--- config.mk ---
export PLATFORM = sky130hd
export DESIGN_NAME = operand_reg_bank_flat
export DESIGN_NICKNAME = d
export VERILOG_FILES = /design/src/rtl/operand_reg_bank_pkg.sv /design/src/rtl/operand_reg_bank_if.sv /design/src/rtl/operand_reg_bank_clear_ctrl.sv /design/src/rtl/operand_reg_bank.sv /design/src/flat_wrapper.sv
export SDC_FILE = /design/constraint.sdc
export NUM_CORES = 1
export LEC_CHECK = 0
export ABC_AREA = 0
export BUFFER_PORTS_ARGS = -buffer_cell sky130_fd_sc_hd__buf_2
export CORE_UTILIZATION = 55
export CTS_BUF_LIST = sky130_fd_sc_hd__clkbuf_8
export CTS_CLUSTER_DIAMETER = 120
export DETAILED_ROUTE_END_ITERATION = 10
export PLACE_DENSITY = 0.86
export SLEW_MARGIN = 0
export SYNTH_ARGS = -nofsm -noshare
export SYNTH_HDL_FRONTEND = slang
export SYNTH_HIERARCHICAL = 1
export SYNTH_SLANG_ARGS = --single-unit
--- constraint.sdc ---
create_clock -name clk -period 5 [get_ports clk]
set_clock_uncertainty 0.2 [all_clocks]
set_input_delay 0.25 -clock clk [delete_from_list [all_inputs] [get_ports clk]]
set_output_delay 0.25 -clock clk [all_outputs]
set_load 0.01 [all_outputs]
--- src/rtl/operand_reg_bank_pkg.sv ---
// Shared types and constants for the operand register bank.
package operand_reg_bank_pkg;

  localparam int DEPTH = 4;
  localparam int SEL_W = 2;
  localparam logic [7:0] RST_DATA = 8'h00;

  typedef enum logic {
    ST_IDLE  = 1'b0,
    ST_CLEAR = 1'b1
  } state_e;

endpackage

--- src/rtl/operand_reg_bank_if.sv ---
// Write and select request channels of the operand register bank.
interface operand_reg_bank_if
  import operand_reg_bank_pkg::*;
#(
  parameter int WIDTH = 8
);

  logic             wr_valid;
  logic             wr_ready;
  logic [SEL_W-1:0] wr_addr;
  logic [WIDTH-1:0] wr_data;
  logic             rd_valid;
  logic             rd_ready;
  logic [SEL_W-1:0] rd_addr;

  modport master (
    output wr_valid, wr_addr, wr_data, rd_valid, rd_addr,
    input  wr_ready, rd_ready
  );

  modport slave (
    input  wr_valid, wr_addr, wr_data, rd_valid, rd_addr,
    output wr_ready, rd_ready
  );

endinterface

--- src/rtl/operand_reg_bank_clear_ctrl.sv ---
// Clear sequencer: walks the bank one entry per cycle and pulses done on the last.
//
//   state    | meaning
//   ---------+-----------------------------------------------------------
//   ST_IDLE  | bank open for writes/selects; clr_req starts a clear
//   ST_CLEAR | zeroing entry[ptr] each cycle; leaves after ptr==DEPTH-1
module operand_reg_bank_clear_ctrl
  import operand_reg_bank_pkg::*;
(
  input  logic             clk,
  input  logic             rst_n,
  input  logic             clr_req,
  output logic             clr_start,
  output logic             clr_stb,
  output logic [SEL_W-1:0] clr_ptr,
  output logic             clr_done,
  output logic             busy
);

  state_e           state_q, state_d;
  logic [SEL_W-1:0] ptr_q, ptr_d;

  // Next state, pointer and per-cycle strobes.
  always_comb begin
    state_d   = state_q;
    ptr_d     = ptr_q;
    clr_start = 1'b0;
    clr_stb   = 1'b0;
    clr_done  = 1'b0;
    case (state_q)
      ST_IDLE: begin
        if (clr_req) begin
          state_d   = ST_CLEAR;
          ptr_d     = '0;
          clr_start = 1'b1;
        end
      end
      ST_CLEAR: begin
        // clr_req is deliberately not looked at here: a clear cannot be restarted.
        clr_stb = 1'b1;
        ptr_d   = ptr_q + SEL_W'(1);
        if (ptr_q == SEL_W'(DEPTH - 1)) begin
          clr_done = 1'b1;
          state_d  = ST_IDLE;
        end
      end
      default: state_d = ST_IDLE;
    endcase
  end

  // State and pointer registers.
  always_ff @(posedge clk or negedge rst_n) begin
    if (!rst_n) begin
      state_q <= ST_IDLE;
      ptr_q   <= '0;
    end else begin
      state_q <= state_d;
      ptr_q   <= ptr_d;
    end
  end

  assign clr_ptr = ptr_q;
  assign busy    = (state_q == ST_CLEAR);

endmodule

--- src/rtl/operand_reg_bank.sv ---
// Four-entry operand bank feeding the 4:1 byte mux (data inputs and select).
// Optional build macro: OPERAND_REG_BANK_BYPASS_EN forwards an accepted write
// to its mux input in the same cycle; by default the inK outputs are pure flops.
module operand_reg_bank
  import operand_reg_bank_pkg::*;
#(
  parameter int WIDTH = 8
)(
  input  logic                clk,
  input  logic                rst_n,
  operand_reg_bank_if.slave   bus,
  input  logic                clr_req,
  output logic                clr_done,
  output logic [WIDTH-1:0]    in0,
  output logic [WIDTH-1:0]    in1,
  output logic [WIDTH-1:0]    in2,
  output logic [WIDTH-1:0]    in3,
  output logic [SEL_W-1:0]    sel,
  output logic                sel_valid
);

  logic             clr_start;
  logic             clr_stb;
  logic [SEL_W-1:0] clr_ptr;
  logic             clr_busy;
  logic             accept_ok;
  logic             wr_fire;
  logic             rd_fire;

  logic [WIDTH-1:0] entry_q [DEPTH];
  logic [WIDTH-1:0] entry_d [DEPTH];
  logic [WIDTH-1:0] in_view [DEPTH];
  logic [SEL_W-1:0] sel_q, sel_d;
  logic             sel_valid_q, sel_valid_d;

  operand_reg_bank_clear_ctrl u_clear_ctrl (
    .clk       (clk),
    .rst_n     (rst_n),
    .clr_req   (clr_req),
    .clr_start (clr_start),
    .clr_stb   (clr_stb),
    .clr_ptr   (clr_ptr),
    .clr_done  (clr_done),
    .busy      (clr_busy)
  );

  // Requests are refused while clearing or while a clear is being requested.
  always_comb begin
    accept_ok = !clr_busy && !clr_req;
    wr_fire   = bus.wr_valid && accept_ok;
    rd_fire   = bus.rd_valid && accept_ok;
  end

  assign bus.wr_ready = accept_ok;
  assign bus.rd_ready = accept_ok;

  // Entry next-values: clear strobe and write never coincide since writes are refused in CLEAR.
  always_comb begin
    for (int k = 0; k < DEPTH; k++) entry_d[k] = entry_q[k];
    if (clr_stb) entry_d[clr_ptr] = WIDTH'(RST_DATA);
    if (wr_fire) entry_d[bus.wr_addr] = bus.wr_data;
  end

  // Entry registers.
  always_ff @(posedge clk or negedge rst_n) begin
    if (!rst_n) begin
      for (int k = 0; k < DEPTH; k++) entry_q[k] <= WIDTH'(RST_DATA);
    end else begin
      for (int k = 0; k < DEPTH; k++) entry_q[k] <= entry_d[k];
    end
  end

  // Select next-value: entering CLEAR invalidates the select until a new request lands.
  always_comb begin
    sel_d       = sel_q;
    sel_valid_d = sel_valid_q;
    if (clr_start) begin
      sel_d       = '0;
      sel_valid_d = 1'b0;
    end else if (rd_fire) begin
      sel_d       = bus.rd_addr;
      sel_valid_d = 1'b1;
    end
  end

  // Select registers.
  always_ff @(posedge clk or negedge rst_n) begin
    if (!rst_n) begin
      sel_q       <= '0;
      sel_valid_q <= 1'b0;
    end else begin
      sel_q       <= sel_d;
      sel_valid_q <= sel_valid_d;
    end
  end

  // Mux data inputs, optionally with same-cycle forwarding of an accepted write.
  always_comb begin
    for (int k = 0; k < DEPTH; k++) in_view[k] = entry_q[k];
`ifdef OPERAND_REG_BANK_BYPASS_EN
    if (wr_fire) in_view[bus.wr_addr] = bus.wr_data;
`else
`endif
  end

  assign in0       = in_view[0];
  assign in1       = in_view[1];
  assign in2       = in_view[2];
  assign in3       = in_view[3];
  assign sel       = sel_q;
  assign sel_valid = sel_valid_q;

endmodule

--- src/flat_wrapper.sv ---
// flat-port wrapper written by rule: the top's interface ports become plain ports
module operand_reg_bank_flat import operand_reg_bank_pkg::*;
#(
  parameter int WIDTH = 8
)
  (clk, rst_n, clr_req, clr_done, in0, in1, in2, in3, sel, sel_valid, bus_wr_valid, bus_wr_addr, bus_wr_data, bus_rd_valid, bus_rd_addr, bus_wr_ready, bus_rd_ready);
  operand_reg_bank_if #(.WIDTH(WIDTH)) bus_i ();
  input  logic clk;
  input  logic rst_n;
  input  logic clr_req;
  output logic clr_done;
  output logic [WIDTH-1:0] in0;
  output logic [WIDTH-1:0] in1;
  output logic [WIDTH-1:0] in2;
  output logic [WIDTH-1:0] in3;
  output logic [SEL_W-1:0] sel;
  output logic sel_valid;
  input wire logic [$bits(bus_i.wr_valid)-1:0] bus_wr_valid;
  input wire logic [$bits(bus_i.wr_addr)-1:0] bus_wr_addr;
  input wire logic [$bits(bus_i.wr_data)-1:0] bus_wr_data;
  input wire logic [$bits(bus_i.rd_valid)-1:0] bus_rd_valid;
  input wire logic [$bits(bus_i.rd_addr)-1:0] bus_rd_addr;
  output wire logic [$bits(bus_i.wr_ready)-1:0] bus_wr_ready;
  output wire logic [$bits(bus_i.rd_ready)-1:0] bus_rd_ready;
  assign bus_i.wr_valid = bus_wr_valid;
  assign bus_i.wr_addr = bus_wr_addr;
  assign bus_i.wr_data = bus_wr_data;
  assign bus_i.rd_valid = bus_rd_valid;
  assign bus_i.rd_addr = bus_rd_addr;
  assign bus_wr_ready = bus_i.wr_ready;
  assign bus_rd_ready = bus_i.rd_ready;
  operand_reg_bank #(.WIDTH(WIDTH)) u_core (.clk(clk), .rst_n(rst_n), .bus(bus_i), .clr_req(clr_req), .clr_done(clr_done), .in0(in0), .in1(in1), .in2(in2), .in3(in3), .sel(sel), .sel_valid(sel_valid));
endmodule
; ---- After elaboration in Yosys (flattened, before gate mapping)
; Index checks and enable logic that the tools add are counted.
[totals]
ff_bits = 38
output_inout_bits = 38
elab_cells = 48
[classes]
n_mux = 20
eq_ne = 2
add_sub_neg = 1
n_bitwise = 5
n_reduce_logical = 8
order_cmp = 4
[ops]
columns = operator, n
row1 = two-way mux 32 bit, 2
row2 = AND 32 bit, 1
row3 = bitwise mux 32 bit, 1
row4 = demux 8 bit (select 2 bit), 2
row5 = NOT 32 bit, 1
row6 = two-way mux 8 bit, 2
row7 = two-way mux 1 bit, 8
row8 = >= comparator 3 bit (second input constant), 2
row9 = < comparator 3 x 1 -> 1 bit (second input constant), 2
row10 = two-way mux 2 bit, 3
row11 = NOT 2 -> 3 bit, 2
row12 = logical AND 1 bit, 5
row13 = one-hot mux 2 bit (2 select lines), 1
row14 = adder 2 x 1 -> 2 bit (second input constant), 1
row15 = equality test 2 bit (second input constant), 1
row16 = logical NOT 1 bit, 2
row17 = inequality test 2 bit (second input constant), 1
row18 = one-hot mux 1 bit (2 select lines), 1
row19 = nonzero test 2 bit, 1
row20 = NOT 1 bit, 1

; ---- Longest topological paths before layout
; Gate-level depths: netlist of the first run.
[depth]
depth_word = 10
ltp_mapped = 5
ltp_nobuf = 3

; ---- Cells and area by module
; Netlist of the first run, hierarchy kept.
[modules_own_cells]
columns = mod, instances, area_each_um2, seq_area_each_um2, cells_each
row1 = operand_reg_bank, 1, 1527.7, 875.8, 128
row2 = operand_reg_bank_clear_ctrl, 1, 147.6, 75.1, 13

; ---- Worst setup path after synthesis of the first run
; OpenSTA, ideal clock, no wires.
[synth_timing]
path_kind = register to register
startpoint = register u_core.u_clear_ctrl.state_q, in the netlist u_core/u_clear_ctrl/busy
endpoint = register u_core.entry_q, in the netlist u_core/in0[0]
path_buffers = 2
period_less_slack_ns = 1.612
t_required_ns = 4.675
setup_ns = 0.125
arrival_ns = 1.288
path_slack_ns = 3.388
stages_incl_launch_ff = 6
path_cell_list = dfrtp_1 buf_4 or3b_1 clkbuf_1 nand2_1 mux2i_1
[synth_lines]
columns = element, line_no
row1 = start: declaration, operand_reg_bank_clear_ctrl.sv:20  ; state_e state_q, state_d;
row2 = start signal: assignment, operand_reg_bank_clear_ctrl.sv:57  ; state_q <= state_d;
row3 = end: declaration, operand_reg_bank.sv:30  ; logic [WIDTH-1:0] entry_q [DEPTH];

==> flow_metrics.env, run 1 <==
export IMPL_outcome="finished, violations left"
export IMPL_cts_sinks=38
export IMPL_hold_viol_final=0
export IMPL_r2r_start="u_core/u_clear_ctrl/busy"
export IMPL_holdBufCountCts=1
export IMPL_drt_iter0_drc=51
export IMPL_power_frac_comb_pct=34.4
export IMPL_io_buffers=54
export IMPL_wl_um=3540
export IMPL_syn2layout_area_growth_pct=21.8
export IMPL_seq_area_frac_synth_pct=56.8
export IMPL_arrival_ns=1.86
export IMPL_netlist_area_um2=1680
export IMPL_avgSynthCellArea_um2=11.9
export IMPL_regToRegEndpoint="u_core/in2[6]"
export IMPL_diodes=0
export IMPL_netSwitchingPower_uw=398
export IMPL_post_dp_cell_area_um2=1940
export IMPL_drv_cap=0
export IMPL_drtPass1Iterations=7
export IMPL_rrSetupSlack_ns=3.14
export IMPL_htree_num_levels=2
export IMPL_root_buffer="clkbuf_8"
export IMPL_startpoint="u_core/u_clear_ctrl/busy"
export IMPL_rows=19
export IMPL_path_max_fanout=12
export IMPL_grt_overflow=0
export IMPL_end_kind="flop"
export IMPL_fp_coreArea_um2=2830
export IMPL_powerDensity_nw_per_um2=532
export IMPL_violations="design-rule violations"
export IMPL_vias=1219
export IMPL_hold_class="input port to flop"
export IMPL_first_global_vias=1196
export IMPL_period_minus_slack_ns=1.86
export IMPL_tns_ns=0
export IMPL_boundaryPins=55
export IMPL_r2r_cells=3
export IMPL_cts_made_buffers=5
export IMPL_start_util_pct=59.2
export IMPL_ir_drop_mv=0.351
export IMPL_grt_max_degree=39
export IMPL_synthCells=141
export IMPL_layout_nets=215
export IMPL_dp_hpwl_um=2580
export IMPL_final_util_pct=72.1
export IMPL_ant_nets=0
export IMPL_drive_gt1_share_pct=32.8
export IMPL_slew_headroom_pct=45.4
export IMPL_internal_power_uw=688
export IMPL_die_w_um=57.2
export IMPL_clockBufferDepth=2
export IMPL_fin_crit_sh_pct=37.2
export IMPL_critPathRequiredTime_ns=5.00
export IMPL_gr_usage_all_layers_pct=24.0
export IMPL_ys_types=23
export IMPL_grt_antenna_before_repair=0
export IMPL_clk_pin_slew_worst_paths_ns=0.07
export IMPL_worst_pin_slew_ns=0.819
export IMPL_pwr_share_seq_pct=45.8
export IMPL_ys_ff_latch=38
export IMPL_routed_via_density=5.32
export IMPL_yosys_warnings=6
export IMPL_clkPwrFrac_pct=19.7
export IMPL_rsz0062_at_grt="false"
export IMPL_grt_pass1_wl_um=5620
export IMPL_die_y_um=57.2
export IMPL_cts_setup_buffers=0
export IMPL_slew_viol_final=0
export IMPL_cp_start_kind="flop"
export IMPL_critPathKind="flop to flop"
export IMPL_drc_errors=4
export IMPL_insertion_delay_ns=0.29
export IMPL_setup_viol=0
export IMPL_cts_tree="done"
export IMPL_post_cts_resized=0
export IMPL_stdcell_area_um2=2040
export IMPL_fin_hold_ws_ns=0.00986
export IMPL_max_clock_freq_mhz=538
export IMPL_power_leakage_uw=0.00118
export IMPL_die_area_um2=3270
export IMPL_critPathCapture="u_core/in2[6]"
export IMPL_gp_congestion=0.762
export IMPL_synth_net_count=159
export IMPL_avgRoutedWirePerCell_um=15.4
export IMPL_netSwitchingFraction_pct=36.7
[sequential cells by signal, indices dropped and copies added (netlist names)]
signal,count
u_core/in2,8
u_core/in1,8
u_core/u_clear_ctrl/busy,1
u_core/in0,8
u_core/sel,2
u_core/sel_valid,1
u_core/in3,8
u_core/u_clear_ctrl/clr_ptr,2
[power by group through the flow]
stage	combinational, uW	sequential (uW)	clock [uW]
CTS	374	498	220
global placement	357	494	0
global route	411	514	232
finish	374	497	214
detailed placement	373	501	0
floorplan	174	541	0
[cell type report]
class	instances	area, um2
multi-input cells	88	642
clock inverters	2	12.5
repair buffers	55	280
clock buffers	6	82.6
flip-flops and latches	38	951
inverters	9	33.8
well taps	31	38.8
fillers	212	788
[cell usage in the layout (no fill, tap or decap), types with 2 or more instances in the layout]
cell type and n:
clkbuf_8 6, nand3b_1 2, nand2_1 32, nor2_1 5
inv_1 9, dfrtp_1 38, buf_2 54, mux2i_1 35
[critical path, stage by stage, from the launching register on]
cell,delay [ns]
dfrtp_1,0.53
nor2_4,0.22
nand4b_1,0.48
mux2i_1,0.34
[layer usage]
| metal | vias up | track usage [%] | part of all wire, % |
|---|---|---|---|
| met5 | - | 0 | 0 |
| met4 | 0 | 7.32 | 1.0 |
| met3 | 5 | 7.03 | 5.1 |
| met2 | 36 | 40.8 | 50 |
| met1 | 603 | 29.8 | 43 |
| li1 | 575 | - | - |
[through the flow]
step	worst slack, ns	total power [uW]	instances
2_1_floorplan	3.39	715	141
3_3_place_gp	3.25	850	220
3_5_place_dp	3.19	875	220
4_1_cts	3.16	1090	229
5_1_grt	3.05	1160	229
6_report	3.14	1090	229
[worst min path at each step]
stage	start	to	slack (ns)	cells after the start
after global routing	bus_rd_addr[0]	u_core/sel[0]	0.03	3
after global placement	rst_n	u_core/in2[5]	0.17	1
after floorplan	rst_n	u_core/in0[0]	-0.25	0
after CTS	bus_rd_addr[0]	u_core/sel[0]	0.01	3
after detailed placement	rst_n	u_core/in2[5]	0.18	1
final	bus_rd_addr[0]	u_core/sel[0]	0.01	3
[synth_stat cells]
library cell,instances,area [um2]
a21o_1,1,7.51
a22o_1,1,8.76
and2_1,1,6.26
and4b_1,1,10.0
and4bb_1,1,12.5
buf_4,3,22.5
buf_6,2,22.5
clkbuf_1,1,3.75
dfrtp_1,38,951
ha_1,1,12.5
inv_1,9,33.8
mux2i_1,35,350
nand2_1,32,120
nand2b_1,1,6.26
nand3_1,1,5.00
nand3b_1,2,15.0
nand4_4,1,21.3
nand4b_1,1,8.76
nor2_1,5,18.8
nor2_4,1,11.3
nor2b_1,1,6.26
nor3b_2,1,12.5
or3b_1,1,8.76
[cells by family after synthesis]
| group | count (synthesis) | share of synthesized area (%) |
|---|---|---|
| fa+ha+maj | 1 | 0.747 |
| mux | 35 | 20.9 |
| compound gates | 2 | 0.971 |
| buf+inv | 15 | 4.93 |
| simple gates | 50 | 15.7 |
| flops | 38 | 56.8 |
Note: power is estimated with default switching activity, not from simulation.
==> run 2, diff against run 1 <==
Settings changed: ABC_AREA 0 to 1, CORE_UTILIZATION 55 to 52, PLACE_DENSITY 0.86 to 0.81.
Clock period 5 ns to 1.73 ns, I/O delays scaled along.
==> flow_metrics.env, run 2 <==
export IMPL_drive_gt1_share_pct=27.8
export IMPL_drc_errors=0
export IMPL_whs_endpoint="u_core/in3[2]"
export IMPL_diodes=0
export IMPL_grt_pass1_wl_um=6350
export IMPL_crit_path_frequent_cell="nor2_4"
export IMPL_hold_viol_final=0
export IMPL_fin_crit_sh_pct=92.2
export IMPL_crit_slowest_cell="dfrtp_1"
export IMPL_rows=20
export IMPL_io_buffers=54
export IMPL_first_global_vias=1348
export IMPL_synth_area_leader_cell="dfrtp_1"
export IMPL_ys_types=15
export IMPL_dp_hpwl_um=2620
export IMPL_die_y_um=59.3
export IMPL_period_minus_slack_ns=1.60
export IMPL_pre_cts_ws_ns=0.124
export IMPL_max_clock_freq_mhz=627
export IMPL_syn2layout_area_growth_pct=29.6
export IMPL_start_util_pct=55.4
export IMPL_rsz0062_at_grt="false"
export IMPL_vias=1519
export IMPL_ys_ff_latch=38
export IMPL_avgSynthCellArea_um2=8.53
export IMPL_cpPeakStageDelay_ns=0.50
export IMPL_end_kind="flop"
export IMPL_insertion_delay_ns=0.29
export IMPL_synth_net_count=218
export IMPL_gp_congestion=0.807
export IMPL_setup_viol=0
export IMPL_layout_common_cells="96 x nand2_1, 54 x buf_2, 38 x dfrtp_1, 18 x inv_1, 18 x o21ai_0"
export IMPL_clk_pin_slew_worst_paths_ns=0.07
export IMPL_htree_num_levels=2
export IMPL_hold_class="input port to flop"
export IMPL_worst_pin_slew_ns=0.418
export IMPL_power_leakage_uw=0.00126
export IMPL_rrSetupSlack_ns=0.13
export IMPL_post_dp_cell_area_um2=2000
export IMPL_synth_edf_count=0
export IMPL_grt_overflow=0
export IMPL_async_reset_ff_share_pct=100
export IMPL_cts_made_buffers=5
export IMPL_r2r_start="u_core/u_clear_ctrl/busy"
export IMPL_powerDensity_nw_per_um2=1200
export IMPL_drtPass1Iterations=4
export IMPL_boundaryPins=55
export IMPL_root_buffer="clkbuf_8"
export IMPL_gr_usage_all_layers_pct=25.6
export IMPL_synth_ff_type="dfrtp_1"
export IMPL_cp_start_kind="flop"
export IMPL_cp_num_buf_inv=0
export IMPL_ir_drop_mv=0.773
export IMPL_fp_coreArea_um2=3080
export IMPL_slew_headroom_pct=72.2
export IMPL_routed_via_density=4.84
export IMPL_final_common_cell="nand2_1"
export IMPL_grt_max_degree=20
export IMPL_critPathRequiredTime_ns=1.68
export IMPL_whs_path_depth=5
export IMPL_synth_top_cell_area_share_pct=55.8
export IMPL_arrival_ns=1.55
export IMPL_slew_viol_final=0
export IMPL_tns_ns=0
export IMPL_r2r_cells=4
export IMPL_grt_antenna_before_repair=0
export IMPL_avgRoutedWirePerCell_um=12.7
export IMPL_outcome="complete, no violations"
export IMPL_die_area_um2=3510
export IMPL_synth_most_common_cell="nand2_1"
export IMPL_cts_setup_buffers=0
export IMPL_synthCells=200
export IMPL_cts_sinks=38
export IMPL_layout_nets=289
export IMPL_path_max_fanout=16
export IMPL_drt_iter0_drc=74
export IMPL_yosys_top_cells_area="dfrtp_1 56%, nand2_1 21%, o21ai_0 5.3%"
export IMPL_seq_area_frac_synth_pct=55.8
export IMPL_layout_setup_ws_ns=0.134
export IMPL_critPathTopFamily="simple AND/OR/NAND/NOR gates"
export IMPL_cts_tree="done"
export IMPL_hold_path_startpoint="bus_wr_addr[0]"
export IMPL_clockBufferDepth=2
export IMPL_yosys_warnings=6
export IMPL_wl_um=3980
export IMPL_path_cells="nor2_4, nand2_4, nor2_4, o21ai_0"
export IMPL_critPathKind="flop to flop"
export IMPL_synth_common_cells="96 x nand2_1, 38 x dfrtp_1, 18 x inv_1, 18 x o21ai_0, 7 x nand3_1"
export IMPL_regToRegEndpoint="u_core/in1[5]"
export IMPL_drv_cap=0
export IMPL_ant_nets=0
export IMPL_die_w_um=59.3
export IMPL_nFillCells=249
export IMPL_netlist_area_um2=1710
export IMPL_stdcell_area_um2=2210
[run 2: per-layer routing]
metal	routed length (um)	part of all wire [%]	vias to the layer above	global-route usage, %
met5	0	0	-	0
met4	61	1.5	0	10.2
li1	-	-	757	-
met1	1740	44	687	34.9
met2	1900	48	68	40.1
met3	275	6.9	7	5.24
[run 2: stage by stage]
stage | total power, uW | utilization [%] | cells | hold WS, ns
after global routing | 2810 | 71.8 | 314 | 0.0423
after floorplan | 1720 | - | 200 | -0.409
after detailed placement | 2040 | 64.9 | 295 | -0.154
final | 2640 | 71.8 | 314 | 0.0324
after global placement | 2010 | 64.9 | 295 | -0.160
after CTS | 2650 | 71.8 | 314 | 0.0218
[run 2: cell families after synthesis]
group	Yosys count	synth area share, %
AO/OA/AOI/OAI	25	8.66
flip-flops	38	55.8
buffers and inverters	23	6.82
AND/OR/NAND/NOR	113	28.0
adder cells (fa/ha/maj)	1	0.734
[run 2: worst register-to-register path: stages (launching register included)]
cell and delay (ns):
dfrtp_1 0.50, nor2_4 0.21, nand2_4 0.11, nor2_4 0.29, o21ai_0 0.15
[run 2: final cells by class]
cell class / count / area [um2] / area share [%]
Sequential cell: 38 / 951 / 43.0
Multi-Input combinational cell: 139 / 638 / 28.9
Timing Repair Buffer: 69 / 415 / 18.8
Clock buffer: 6 / 82.6 / 3.74
Inverter: 18 / 67.6 / 3.06
Tap cell: 44 / 55.1 / 2.49
[run 2: power by group]
part | total [uW] | internal, uW | switching, uW
combinational | 824 | 318 | 506
clock | 587 | 307 | 280
sequential | 1230 | 1080 | 149
[run 2: how the worst max path moves through the flow]
stage | depth (start not counted) | end | from
2_1_floorplan | 5 | u_core/in1[0] | u_core/u_clear_ctrl/busy
3_3_place_gp | 4 | u_core/in2[4] | u_core/u_clear_ctrl/busy
3_5_place_dp | 4 | u_core/in1[5] | u_core/u_clear_ctrl/busy
4_1_cts | 4 | u_core/in1[5] | u_core/u_clear_ctrl/busy
5_1_grt | 4 | u_core/in1[4] | u_core/u_clear_ctrl/busy
6_report | 4 | u_core/in1[5] | u_core/u_clear_ctrl/busy
[run 2: what timing repair did]
item / in CTS / in global routing
gates resized for setup: 0 / 0
hold buffers: 13 / 0
endpoints found under the hold margin: 76 / 0
